`config.mk`:
```
export PLATFORM = sky130hd
export DESIGN_NAME = dm_access_requester
export DESIGN_NICKNAME = d
export VERILOG_FILES = /design/src/rtl/dm_pkg.sv /design/src/rtl/dm_req_fifo.sv /design/src/rtl/dm_access_requester.sv
export SDC_FILE = /design/constraint.sdc
export NUM_CORES = 1
export LEC_CHECK = 0
export CAP_MARGIN = 5
export CORE_MARGIN = 2
export CORE_UTILIZATION = 25
export DETAILED_ROUTE_END_ITERATION = 12
export PLACE_DENSITY_LB_ADDON = 0.05
export SLEW_MARGIN = 20
export SYNTH_ARGS = -nofsm -noshare
export SYNTH_HDL_FRONTEND = slang
export SYNTH_SLANG_ARGS = --single-unit
```
`constraint.sdc`:
```
create_clock -name clk -period 1.8 [get_ports clk]
set_input_delay 0.36 -clock clk [delete_from_list [all_inputs] [get_ports clk]]
set_output_delay 0.36 -clock clk [all_outputs]
set_load 0.1 [all_outputs]
```
`src/rtl/dm_pkg.sv`:
```
// dm_pkg: shared constants and types for the data-memory access requester.
// Status encodings of the arbiter grant, FSM states and the queued request record.
package dm_pkg;

    localparam int ADDR_W = 16;
    localparam int DATA_W = 16;

    // Arbiter grant encodings; 2'b11 is also treated as blocked.
    localparam logic [1:0] ST_WR_GRANT = 2'b00;
    localparam logic [1:0] ST_BLOCK    = 2'b01;
    localparam logic [1:0] ST_RD_GRANT = 2'b10;

    typedef enum logic [1:0] {
        IDLE    = 2'd0,
        ISSUE   = 2'd1,
        RD_WAIT = 2'd2
    } dm_state_e;

    typedef struct packed {
        logic              wr;
        logic [ADDR_W-1:0] addr;
        logic [DATA_W-1:0] wdata;
    } dm_req_t;

    // A store completes only on a write grant, a load only on a read grant.
    function automatic logic grant_matches(input logic wr, input logic [1:0] status);
        return wr ? (status == ST_WR_GRANT) : (status == ST_RD_GRANT);
    endfunction

endpackage

```
`src/rtl/dm_req_fifo.sv`:
```
// dm_req_fifo: synchronous request queue of {wr, addr, wdata} records.
// Wrap-around pointers, registered full/empty flags, and a peek at the
// entry behind the head so the requester can issue back-to-back.
module dm_req_fifo
    import dm_pkg::*;
#(
    parameter int DEPTH = 4
) (
    input  logic    clk,
    input  logic    reset,
    input  logic    push,
    input  logic    pop,
    input  dm_req_t wr_req,
    output dm_req_t head,
    output dm_req_t head_next,
    output logic    empty,
    output logic    full,
    output logic    more_than_one
);

    localparam int PTR_W = $clog2(DEPTH);
    localparam int CNT_W = PTR_W + 1;

    dm_req_t          mem [DEPTH];
    logic [PTR_W-1:0] wr_ptr;
    logic [PTR_W-1:0] rd_ptr;
    logic [PTR_W-1:0] rd_ptr_inc;
    logic [CNT_W-1:0] count;
    logic [CNT_W-1:0] count_next;
    logic             push_ok;
    logic             pop_ok;

    // A push while full is dropped even when a pop frees a slot in the same cycle.
    assign push_ok       = push && !full;
    assign pop_ok        = pop && !empty;
    assign rd_ptr_inc    = rd_ptr + 1'b1;
    assign head          = mem[rd_ptr];
    assign head_next     = mem[rd_ptr_inc];
    assign more_than_one = (count > CNT_W'(1));

    // Occupancy after this cycle's push/pop
    always_comb begin
        // NOTE: every always_comb output gets a default first so no latch can be inferred.
        count_next = count;
        if (push_ok && !pop_ok) begin
            count_next = count + 1'b1;
        end else if (pop_ok && !push_ok) begin
            count_next = count - 1'b1;
        end
    end

    // Pointers, occupancy and registered flags
    always_ff @(posedge clk) begin
        if (reset) begin
            wr_ptr <= '0;
            rd_ptr <= '0;
            count  <= '0;
            empty  <= 1'b1;
            full   <= 1'b0;
        end else begin
            if (push_ok) wr_ptr <= wr_ptr + 1'b1;
            if (pop_ok)  rd_ptr <= rd_ptr_inc;
            count <= count_next;
            empty <= (count_next == '0);
            full  <= (count_next == CNT_W'(DEPTH));
        end
    end

    // Storage array
    always_ff @(posedge clk) begin
        // NOTE: the storage is deliberately not reset; the pointers and flags
        // guarantee no stale entry is ever read, and a reset-free array maps to RAM.
        if (push_ok) mem[wr_ptr] <= wr_req;
    end

endmodule

```
`src/rtl/dm_access_requester.sv`:
```
// dm_access_requester: core-side initiator for the shared data-memory port.
// Queues load/store requests, presents the head to the DM selector, waits for
// the matching arbiter grant, captures read data after RD_LAT cycles and
// returns one in-order response per request.
// Optional build macro MEM_TIMEOUT_EN: drop a head that waits TIMEOUT_CYCLES
// ISSUE cycles without a matching grant and answer it with rsp_err.
module dm_access_requester
    import dm_pkg::*;
#(
    parameter int DEPTH          = 4,
    parameter int RD_LAT         = 1,
    parameter int TIMEOUT_CYCLES = 64
) (
    input  logic              clk,
    input  logic              reset,
    input  logic              req_valid,
    output logic              req_ready,
    input  logic              req_wr,
    input  logic [ADDR_W-1:0] req_addr,
    input  logic [DATA_W-1:0] req_wdata,
    input  logic [1:0]        status,
    input  logic [DATA_W-1:0] com_data_out,
    output logic [ADDR_W-1:0] com_addr,
    output logic [DATA_W-1:0] com_data_in,
    output logic              com_wr_en,
    output logic              rsp_valid,
    output logic              rsp_wr,
    output logic [DATA_W-1:0] rsp_rdata,
    output logic              rsp_err,
    output logic              busy
);

    localparam int LAT_W = $clog2(RD_LAT + 1);

    dm_state_e        state;
    logic             cur_wr;
    logic [LAT_W-1:0] lat_cnt;
    logic             in_issue;
    logic             grant_hit;
    logic             timeout_hit;
    logic             fifo_empty;
    logic             fifo_full;
    logic             fifo_multi;
    dm_req_t          fifo_head;
    dm_req_t          fifo_head_next;
    dm_req_t          load_src;

    dm_req_fifo #(
        .DEPTH (DEPTH)
    ) u_fifo (
        .clk           (clk),
        .reset         (reset),
        .push          (req_valid && req_ready),
        .pop           (grant_hit || timeout_hit),
        .wr_req        ('{wr: req_wr, addr: req_addr, wdata: req_wdata}),
        .head          (fifo_head),
        .head_next     (fifo_head_next),
        .empty         (fifo_empty),
        .full          (fifo_full),
        .more_than_one (fifo_multi)
    );

    assign req_ready = !fifo_full;
    assign busy      = !fifo_empty || (state != IDLE);
    assign in_issue  = (state == ISSUE);
    assign grant_hit = in_issue && grant_matches(cur_wr, status);
    assign com_wr_en = in_issue && cur_wr && (status == ST_WR_GRANT);

    // Next request to present: in ISSUE the head is being popped, so use the one behind it
    always_comb begin
        load_src = fifo_head;
        if (in_issue) load_src = fifo_head_next;
    end

    // Request sequencing FSM with registered selector-side and response outputs
    always_ff @(posedge clk) begin
        if (reset) begin
            // NOTE: sequential state uses non-blocking assignments so every
            // register samples the pre-edge values regardless of statement order.
            state       <= IDLE;
            cur_wr      <= 1'b0;
            lat_cnt     <= '0;
            com_addr    <= '0;
            com_data_in <= '0;
            rsp_valid   <= 1'b0;
            rsp_wr      <= 1'b0;
            rsp_rdata   <= '0;
        end else begin
            rsp_valid <= 1'b0;
            case (state)
                IDLE: begin
                    if (!fifo_empty) begin
                        state       <= ISSUE;
                        com_addr    <= load_src.addr;
                        com_data_in <= load_src.wdata;
                        cur_wr      <= load_src.wr;
                    end
                end
                ISSUE: begin
                    if (grant_hit && !cur_wr) begin
                        lat_cnt <= LAT_W'(RD_LAT);
                        state   <= RD_WAIT;
                    end else if (grant_hit || timeout_hit) begin
                        // Store completion, or a dropped head of either type
                        rsp_valid <= 1'b1;
                        rsp_wr    <= cur_wr;
                        if (fifo_multi) begin
                            com_addr    <= load_src.addr;
                            com_data_in <= load_src.wdata;
                            cur_wr      <= load_src.wr;
                        end else begin
                            state <= IDLE;
                        end
                    end
                end
                RD_WAIT: begin
                    lat_cnt <= lat_cnt - 1'b1;
                    if (lat_cnt == LAT_W'(1)) begin
                        rsp_rdata <= com_data_out;
                        rsp_valid <= 1'b1;
                        rsp_wr    <= 1'b0;
                        if (!fifo_empty) begin
                            state       <= ISSUE;
                            com_addr    <= load_src.addr;
                            com_data_in <= load_src.wdata;
                            cur_wr      <= load_src.wr;
                        end else begin
                            state <= IDLE;
                        end
                    end
                end
                default: state <= IDLE;
            endcase
        end
    end

`ifdef MEM_TIMEOUT_EN
    localparam int TO_W = $clog2(TIMEOUT_CYCLES + 1);

    logic [TO_W-1:0] to_cnt;

    assign timeout_hit = in_issue && !grant_hit && (to_cnt == TO_W'(TIMEOUT_CYCLES - 1));

    // Grant-wait counter: restarts on every grant and every pop, so each head gets a full budget
    always_ff @(posedge clk) begin
        if (reset) begin
            to_cnt  <= '0;
            rsp_err <= 1'b0;
        end else begin
            rsp_err <= timeout_hit;
            if (in_issue && !grant_hit && !timeout_hit) begin
                to_cnt <= to_cnt + 1'b1;
            end else begin
                to_cnt <= '0;
            end
        end
    end
`else
    // Without the timeout a head waits for its grant indefinitely.
    logic unused_timeout_cfg;

    assign timeout_hit        = 1'b0;
    assign rsp_err            = 1'b0;
    assign unused_timeout_cfg = (TIMEOUT_CYCLES > 0);
`endif

endmodule

```
### After elaboration in Yosys (flattened, before gate mapping)

Memory sizes are Yosys's and may differ from the RTL's. A register that Yosys moved wholly into a read port is not among the register bits.
Cells that the tools add are included.

| cells by class | value |
|---|---|
| add/sub/neg operators | 5 |
| multipliers | 0 |
| div/mod/pow operators | 0 |
| order comparisons | 1 |
| equality and inequality tests | 12 |
| shift operators | 0 |
| multiplexer cells | 43 |
| bitwise logic cells | 0 |
| reduce and logical (&&, ||, !) cells | 26 |

Operators by type and width:

| kind | count |
|---|---|
| $mux 16 | 10 |
| $pmux 16 s3 | 2 |
| $mux 33 | 1 |
| $mux 1 | 16 |
| $mux 2 | 7 |
| $logic_and 1x1->1 | 9 |
| $reduce_and 4->1 | 2 |
| $mux 3 | 2 |
| $ne 2x1->1 const B | 3 |
| $ne 2x2->1 const B | 3 |
| $pmux 1 s2 | 3 |
| $pmux 2 s3 | 1 |
| $logic_not 1->1 | 5 |
| $reduce_and 5->1 | 1 |
| $add 2x1->2 const B | 2 |
| $eq 2x2->1 const B | 2 |
| $logic_not 2->1 | 2 |
| $reduce_and 2->1 | 2 |
| $reduce_bool 2->1 | 2 |
| $add 3x1->3 const B | 1 |
| $eq 3x3->1 const B | 1 |
| $gt 3x1->1 const B | 1 |
| $logic_not 3->1 | 1 |
| $ne 3x1->1 const B | 1 |
| 7 further kinds | 7 |

| word-level totals | value |
|---|---|
| bits in registers | 63 |
| latch bits | 0 |
| RAM bits | 132 |
| memory bits (read-only) | 0 |
| input port bits | 54 |
| output and inout bits | 54 |
| word-level logic and storage cells | 101 |
| memories | 1 |

Memories:

| name | words | bits a word | read ports | clocked after Yosys merged registers in | wr ports | line | source |
|---|---|---|---|---|---|---|---|
| u_fifo.mem | 4 | 33 | 2 | 1 | 1 | dm_req_fifo.sv:24 | `dm_req_t mem [DEPTH];` |

### Logic depth before layout (Yosys ltp)

Gate-level depths: netlist (run 1).

| depth | value |
|---|---|
| depth after elaboration | 8 |
| gate-level depth with buffers | 10 |
| depth with buffers taken out | 7 |

### By module

Synthesis (run 1) repeated with hierarchy kept, for this count alone.

| unflattened totals | value |
|---|---|
| cells, all modules | 562 |
| area total of the unflattened synthesis | 8,817.2 µm² |

By module, submodules not included:

| module | times used | cells each | area an instance (µm²) | sequential area each (µm²) |
|---|---|---|---|---|
| dm_req_fifo | 1 | 287 | 6,254.7 | 4,184.0 |
| dm_access_requester | 1 | 275 | 2,562.5 | 1,081.0 |

### Worst setup path before layout (run 1)

OpenSTA, ideal clock, no wires.

| path | value |
|---|---|
| path type | reg-to-reg |
| start point | register state[1] |
| end point | register rsp_valid |
| setup time | 68 ps |
| arrival | 3,428 ps |
| setup slack | -1,696 ps |
| cell stages (with the launch flop) | 7 |
| path buffers | 1 |
| clock period less this slack | 3,496 ps |
| path through | dfxtp_1 inv_1 ha_1 buf_2 nand2b_1 nor3b_1 o211a_1 |

| on the way | value |
|---|---|
| cells in the longest elaborated chain, start to end | 5 |
| elaborated cells between the ends (all ways) | 7 |
| classes of those cells | eq/ne (2); mux (3); reduce/logical (2) |

RTL lines:

| what | line | source |
|---|---|---|
| start, declared | dm_access_requester.sv:35 | `dm_state_e state;` |
| start signal, assigned | dm_access_requester.sv:80 | `state <= IDLE;` |
| start signal, assigned | dm_access_requester.sv:93 | `state <= ISSUE;` |
| start signal, assigned | dm_access_requester.sv:102 | `state <= RD_WAIT;` |
| $eq 2x1->1 | dm_access_requester.sv:65, dm_access_requester.sv:90 |  |
| $logic_and 1x1->1 | dm_access_requester.sv:66 | `assign grant_hit = in_issue && grant_matches(cur_wr, status);` |
| $mux 1 or $logic_and 1x1->1 (tied branches) | dm_access_requester.sv:103, dm_access_requester.sv:100 |  |
| $mux 1 | dm_access_requester.sv:100 | `if (grant_hit && !cur_wr) begin` |
| $pmux 1 s2 * | dm_access_requester.sv:90 | `case (state)` |
| end signal, assigned | dm_access_requester.sv:85 | `rsp_valid <= 1'b0;` |
| end signal, assigned | dm_access_requester.sv:89 | `rsp_valid <= 1'b0;` |
| end signal, assigned | dm_access_requester.sv:105 | `rsp_valid <= 1'b1;` |
| end, declared | dm_access_requester.sv:26 | `output logic rsp_valid,` |

Every way passes the cells marked *; elsewhere a longest branch is shown, timed or not.
A chain may end at the register's enable or synchronous reset.

### Worst setup path in the final report (run 1)

| path | value |
|---|---|
| start point | register state[1] |
| end point | output com_wr_en |

| on the way | value |
|---|---|
| cells in the longest elaborated chain, start to end | 3 |

RTL lines:

| what | line | source |
|---|---|---|
| $eq 2x1->1 | dm_access_requester.sv:65 | `assign in_issue = (state == ISSUE);` |
| $logic_and 1x1->1 (2 in a row) | dm_access_requester.sv:67 | `assign com_wr_en = in_issue && cur_wr && (status == ST_WR_GRANT);` |
| end, declared | dm_access_requester.sv:25 | `output logic com_wr_en,` |

Every way passes these cells.

==> results of run 1 <==
==> cell families (layout without fill, tap and decap cells) <==
family,Yosys count,count (layout)
other cells,1,1
flops,197,197
buf+inv,58,228
mux,103,103
compound gates,133,133
fa+ha+maj,11,11
simple gates,106,106
xor+xnor,5,5
==> worst paths after layout <==
path | startpoint | endpoint | slack (ps) | cells after the start
worst max-delay path | state[1] | com_wr_en | -140 | 6
worst min-delay path | reset | u_fifo.count[0] | 290 | 2
worst max register to register | u_fifo.count[1] | com_data_in[7] | -80 | 10
worst min register to register | rsp_rdata[8] | rsp_rdata[8] | 490 | 2
==> routing by layer <==
| metal | GRT usage | part of all wire | vias up |
|---|---|---|---|
| met5 | 0 | 0 | - |
| met3 | 0.02757 | 0.030 | 13 |
| met4 | 0.04087 | 0.010 | 0 |
| li1 | - | - | 2655 |
| met2 | 0.2364 | 0.51 | 100 |
| met1 | 0.1781 | 0.45 | 2891 |
==> sequential cells by signal, indices dropped and copies added, names as in the netlist, named ones only <==
register	flops
lat_cnt	1
u_fifo.mem	132
u_fifo.empty	1
rsp_valid	1
com_addr	16
com_data_in	16
rsp_wr	1
u_fifo.wr_ptr	2
cur_wr	1
state	2
u_fifo.rd_ptr	2
u_fifo.full	1
u_fifo.count	3
rsp_rdata	16
==> layout by cell type, fill, tap and decap left out, drive strengths merged, types with 2 or more instances in the layout <==
cell type        n
clkinvlp         3
ha              11
bufinv           4
dfxtp           65
mux4            33
a21oi           56
xor2             2
nand2           41
inv             14
xnor2            3
nor2b            4
buf            128
nor3b            2
nand2b           3
mux2i           68
o22ai           33
edfxtp         132
nor2            44
mux2             2
clkinv           4
clkbuf          23
clkdlybuf4s50   52
o221ai           2
nor4             2
and2             6
a211oi          37
==> where the power goes <==
group | internal [W] | total, W | switching [W]
Clock | 0.00236 | 0.00404 | 0.00168
Combinational | 0.00319 | 0.00771 | 0.00452
Sequential | 0.00536 | 0.00597 | 0.000610
==> synthesized netlist by cell type <==
master and count:
a211oi_1 26, a211oi_2 11, a21oi_1 56, a22oi_1 1, a31o_2 1, and2_1 6
and3_1 1, buf_1 3, buf_2 18, buf_4 2, buf_6 1, clkbuf_1 21
clkbuf_2 1, conb_1 1, dfxtp_1 65, edfxtp_1 132, ha_1 11, inv_1 12
mux2_2 2, mux2i_1 68, mux4_2 33, nand2_1 41, nand2b_1 3, nand3b_1 1
nor2_1 44, nor2b_1 4, nor3_1 1, nor3b_1 2, nor4_1 2, o211a_1 1
o21ai_0 1, o21ba_2 1, o221ai_1 1, o221ai_2 1, o22ai_1 33, or2_2 1
xnor2_1 3, xor2_1 2
==> per-stage QoR <==
step	TNS, ps	cell area [sq um]
finish	-1478	12480
global route	-4509	12480
CTS	-3737	12010
detailed placement	-32840	11130
global placement	-29810	11130
floorplan	-230.1	8542
==> worst reg2reg max path, stage by stage (launching register included) <==
cell	delay, ps
dfxtp_2	340
inv_2	50
ha_4	140
o21ba_4	220
o221ai_4	110
a211oi_4	260
buf_6	180
buf_6	140
clkbuf_16	180
nor2_2	40
a211oi_1	140
==> cell type report <==
cell class,count,area share
clock buffer,19,0.03548
sequential,197,0.4230
multi-input combinational,359,0.2681
timing repair buffer,184,0.2105
clock inverter,13,0.01423
tap,448,0.04490
inverter,12,0.003808
==> what timing repair did <==
item | CTS | global route
gates resized for setup | 14 | 88
setup buffers | 12 | 5
gates cloned | 4 | 4
pin swaps | 8 | 27
endpoints found under the setup margin | 37 | 44
==> results.md, run 1 <==
* Status: complete, but fails checks
* Failing checks: setup timing
* Critical Path End Type: output pin
* Die Span Y at 188.3 microns
* CTS H-tree lvls at 4
* Clock Latency Late Sink at 440 ps
* Final Hold Viols at 0
* Share of cells above drive strength 1 at 0.3635
* Top delay family on crit path: buffers and inverters
* Period utilization at 1.075
* Synth top area cells: edfxtp_1 47%, dfxtp_1 15%, mux4_2 8.8%, mux2i_1 8.0%, a21oi_1 3.3%
* Placed cells at 1176
* Area share of the largest cell type after synthesis at 0.4668
* DRT Wirelength at 25010 microns
* Register area share after synthesis at 0.6201
* RSZ-0062 raised after global routing: yes
* Syn avg cell area at 13.83 sq um
* Final WS setup at -135.8 ps
* Clock sinks at 197
* DR iter-0 viols at 280
* Starting Density at 0.2538
* Die area at 35450 sq um
* Synth Area in Simple Gates at 0.05335
* Final ANT Viol Nets at 0
* CTS tree: yes
* Port Buf Inserts at 106
* Crit path kind: flip-flop to output pin
* Initial antenna violation count at 0
* Leak at 4.090 nW
* Non-filler cells, final at 1232
* Final setup skew at 8.659 ps
* Min Hold Slack at 294.7 ps
* Area leader, netlist: edfxtp_1
* Vias in the first global route at 5851
* Largest family of logic cells by synthesized area: multiplexers
* Site Rows at 67
* Compound-Gate Fraction of Synth Area at 0.1042
* Max clock buf depth at 2
* Hold bufs inserted after CTS at 0
* Largest net degree at the start of global routing at 34
* Multi-input gate area at 3347 sq um
* Nets at 836
* Clock Tree Root: clkbuf_16
* Minimum clock period at 1936 ps
* Hold Crit Class: input port to flip-flop
* Clk pin slew, worst setup/hold paths at 70 ps
* CP Cell Sequence: inv_2 -> ha_4 -> buf_6 -> nand2b_4 -> nor3b_4 -> buf_12
* Post-synthesis cell area at 8491 sq um
* CTS buffer count at 17
* Pins Over Slew Limit at 0
* WP data required at 1440 ps
* Avg WL per Cell at 20.30 microns
* DP Wirelength at 14950 microns
* Seq cells post-synth at 197
* Adder-Cell Fraction of Synth Area at 0.01621
* Die Wd at 188.3 microns
* Peak VDD IR at 0.9822 mV
* FF+latch area at 5281 sq um
* First-pass GRT wire length at 36300 microns
* Power Density at 1419 nW/um^2
* Crit-path slowest cell: dfxtp_2
* GRT Residual Overflow at 0
* Syn nets at 679
* IO Pins at 108
* Worst-path fanout max at 3
* Max-cap violations at 0
* First-pass DRT Iterations at 5
* DR vias/cell at 4.593
* Pre-CTS WS at -476.9 ps
* Biggest cell delay along the critical path at 320 ps
* GPL Wtd Cong at 0.7279
* Core area at 33450 sq um
* Residual DRC at 0
* Antenna fix cells at 0
* CP Data Arrival Time at 1580 ps
* Via count at 5659
* Post-Syn Instances at 614
* XOR/XNOR Fraction of Synth Area at 0.005158
* Setup violations, final at 32
* Worst Setup Start Kind: flip-flop
* Max Fclk at 516.6 MHz
* Worst path bufs/invs at 3
* Synth warn at 0
* Cell variety after synth at 38
* Final Power at 0.01772 W
* Mux cell area share after synthesis at 0.1704
* P&R area growth vs syn at 47.04%
* Gr usage total at 0.1386
* Post-layout util at 0.3732
* # fillers at 3139
(Power assumes the default switching activity.)
==> run 2: changes to the inputs <==
SYNTH_HIERARCHICAL = 1   (was unset)
==> run 2 against run 1 <==
  * The run still ends with setup timing left
  * Clock power fell by 7.4%
  * Routed wire length decreased by 0.24%
  * Clock-buffer cell count fell by 2
  * Core utilization down 1.5 points
  * Maximum frequency is 0.53% lower
  * Clock skew grew 2.1 ps
  * Hold slack improved by 74 ps
  * Global-route usage rose by 0.25 points
  * Sequential share of layout area up 0.17 points
  * First-iteration DRC count rose by 55%
  * Synthesized cell count is 8.5% lower
  * Combinational power is 9.9% higher
  * Critical endpoint is now com_data_in[10]
  * Highest routed layer unchanged
==> results.md, run 2 <==
* Crit path kind: flip-flop to flip-flop
* CP Data Arrival Time at 2310 ps (+730 ps)
* Avg WL per Cell at 21.09 microns (+3.9%)
* Initial antenna violation count at 0 (unchanged)
* Commonest non-fill, non-tap cells in the layout: 132 x edfxtp_1, 72 x buf_12, 66 x mux4_2, 58 x dfxtp_1
* Final ANT Viol Nets at 0 (unchanged)
* DR vias/cell at 4.705 (+2.4%)
* Final Power at 0.01831 W (+3.3%)
* Pins Over Slew Limit at 0 (unchanged)
* Site Rows at 68 (+1.5%)
* GPL Wtd Cong at 0.7790 (+7.0%)
* Core area at 34630 sq um (+3.5%)
* Max-cap violations at 0 (unchanged)
* Top delay family on crit path: compound AO/OA/AOI/OAI gates
* CTS H-tree lvls at 4 (unchanged)
* Residual DRC at 0 (unchanged)
* Area leader, netlist: edfxtp_1
* CTS tree: yes
* Clock Tree Root: clkbuf_16
* Final WS setup at -146.1 ps (-10.34 ps)
* Port Buf Inserts at 106 (unchanged)
* GRT Residual Overflow at 0 (unchanged)
* Clock Latency Late Sink at 440 ps (about the same)
* CTS buffer count at 17 (unchanged)
* Via count at 5566 (-1.6%)
* Crit-path slowest cell: dfxtp_2
* Cell variety after synth at 47 (+24%)
* Starting Density at 0.2546 (+0.0007814)
* Largest net degree at the start of global routing at 37 (+8.8%)
* First-pass GRT wire length at 37720 microns (+3.9%)
* Antenna fix cells at 0 (unchanged)
* Worst-path fanout max at 12 (+9)
* Period utilization at 1.081 (+0.005746)
* Final setup skew at 10.79 ps (+2.128 ps)
* Post-layout util at 0.3586 (-0.01467)
* CP Cell Sequence: inv_2 -> ha_4 -> buf_4 -> and4bb_2 -> a211oi_4 -> buf_6 -> buf_12 -> a31oi_1 -> a211oi_2
* Status: complete, but fails checks
* Nets at 780 (-6.7%)
* DR iter-0 viols at 434 (+55%)
* P&R area growth vs syn at 40.83%
* Post-Syn Instances at 562 (-8.5%)
* Max FFs per register at 132 (unchanged)
* Worst Setup Start Kind: flip-flop
* Synth top area cells: edfxtp_1 45%, mux4_2 17%, dfxtp_1 15%, mux2i_1 4.2%, a211oi_1 2.9%
* Peak VDD IR at 1.091 mV (+11%)
* Critical Path End Type: flip-flop
* Vias in the first global route at 6074 (+3.8%)
* First-pass DRT Iterations at 6 (+1)
* Failing checks: setup timing
* IO Pins at 108 (unchanged)
* Biggest register: u_fifo/mem
* Worst slew pin tran at 518.9 ps
* Register area share after synthesis at 0.5971 (-0.02297)
* Clk pin slew, worst setup/hold paths at 80 ps (about the same)
* Worst path bufs/invs at 4 (+1)
* Die Span Y at 191.8 microns (+1.9%)
* Max clock buf depth at 2 (unchanged)
* Post-synth ARST share at 0 (unchanged)
* Area share of the largest cell type after synthesis at 0.4496 (-0.01729)
* Max_slew headroom at 0.6541
* DP Wirelength at 16000 microns (+7.0%)
* Hold Crit Class: input port to flip-flop
* Die area at 36790 sq um (+3.8%)
* Final Hold Viols at 0 (unchanged)
* Syn nets at 627 (-7.7%)
* WP data required at 2160 ps (+720 ps)
* Commonest non-fill, non-tap cell in the layout: edfxtp_1
* Max Fclk at 513.8 MHz (-0.53%)
* Die Wd at 191.8 microns (+1.9%)
* DRT Wirelength at 24950 microns (-0.24%)
* Leak at 4.057 nW (-0.80%)
* Pre-CTS WS at -518.9 ps (-42.03 ps)
* EDFF count, synth at 132 (unchanged)
* Gr usage total at 0.1411 (+0.002512)
* Syn avg cell area at 15.69 sq um (+13%)
* Primary FF master, synth: edfxtp_1
* Power Density at 1475 nW/um^2 (+3.9%)
* Synth cell count leaders: 132 x edfxtp_1, 66 x mux4_2, 65 x dfxtp_1
* Share of cells above drive strength 1 at 0.4162 (+0.05269)
* Minimum clock period at 1946 ps (+10.34 ps)
* Clock sinks at 197 (unchanged)
* RSZ-0062 raised after global routing: yes
* Seq cells post-synth at 197 (unchanged)
* Post-synthesis cell area at 8817 sq um (+3.8%)
* Most frequent cell after synthesis: edfxtp_1
* Biggest cell delay along the critical path at 330 ps (about the same)
* Setup violations, final at 34 (+6.3%)
* Synth warn at 6 (+6)
-- run 2: cell types whose count changed after synthesis, moves of 6 or more --
cell	previous run	this run
a31oi_1	0	33
a21oi_1	56	19
buf_6	1	13
clkbuf_1	21	15
nor2_1	44	12
a211oi_2	11	1
o22ai_1	33	0
buf_2	18	4
mux4_2	33	66
a211oi_1	26	34
buf_4	2	14
mux2i_1	68	37
-- run 2: timing repair --
action,4_1_cts,5_1_grt
gates resized for setup,19,15
pin swaps,6,25
setup endpoints to repair,35,40
hold buffers,0,0
gates cloned,3,2
buffers inserted,9,0
-- run 2: logic make-up after synthesis --
family / count (synthesis) / synth area share
flops: 197 / 0.5971
simple gates: 89 / 0.05250
xor+xnor: 7 / 0.007805
mux: 103 / 0.2106
fa+ha+maj: 11 / 0.01561
buf+inv: 57 / 0.04186
compound gates: 97 / 0.07407
other cells: 1 / 0.0004253
-- run 2: worst reg2reg max path, stage by stage (launching register included) --
cell	delay [ps]
dfxtp_2	330
inv_2	50
ha_4	170
buf_4	130
and4bb_2	240
a211oi_4	280
buf_6	210
buf_12	150
a31oi_1	110
a211oi_2	200
-- run 2: per-stage QoR --
stage / hold slack, ps / TNS [ps] / area (sq um) / instances
2_1_floorplan: 431.0 / -6053 / 9026 / 562
6_report: 368.8 / -4168 / 12420 / 1183
3_3_place_gp: 480.5 / -46620 / 11500 / 1138
3_5_place_dp: 485.4 / -49530 / 11500 / 1138
5_1_grt: 378.6 / -6259 / 12420 / 1183
4_1_cts: 349.0 / -4225 / 12320 / 1182
-- run 2: worst paths after layout --
check / from / end / slack (ps) / depth (start not counted)
min reg2reg: rsp_rdata[8] / rsp_rdata[8] / 490 / 2
max: state[1] / com_data_in[10] / -150 / 9
max reg2reg: state[1] / com_data_in[10] / -150 / 9
min: reset / u_fifo/count[0] / 370 / 2
-- run 2: routing by layer --
| metal | vias to the layer above | GRT usage | share of wire |
|---|---|---|---|
| met4 | 0 | 0.04349 | 0.013 |
| met2 | 99 | 0.2345 | 0.49 |
| li1 | 2536 | - | - |
| met5 | - | 0 | 0 |
| met1 | 2912 | 0.1866 | 0.46 |
| met3 | 19 | 0.02595 | 0.035 |
-- run 2: final cells by class --
| class | instances | area, sq um |
|---|---|---|
| Clock buffer | 17 | 425.4 |
| Clock inverter | 15 | 145.1 |
| Fill cell | 3274 | 22210 |
| Inverter | 9 | 33.78 |
| Multi-Input combinational cell | 308 | 3483 |
| Sequential cell | 197 | 5274 |
| Tap cell | 455 | 569.3 |
| Timing Repair Buffer | 182 | 2486 |
-- run 2: where the power goes --
group,internal [W],switching [W],leakage [nW],total [W]
logic,0.00356,0.00490,2.04,0.00847
registers,0.00548,0.000629,1.75,0.00611
clock network,0.00194,0.00179,0.273,0.00374
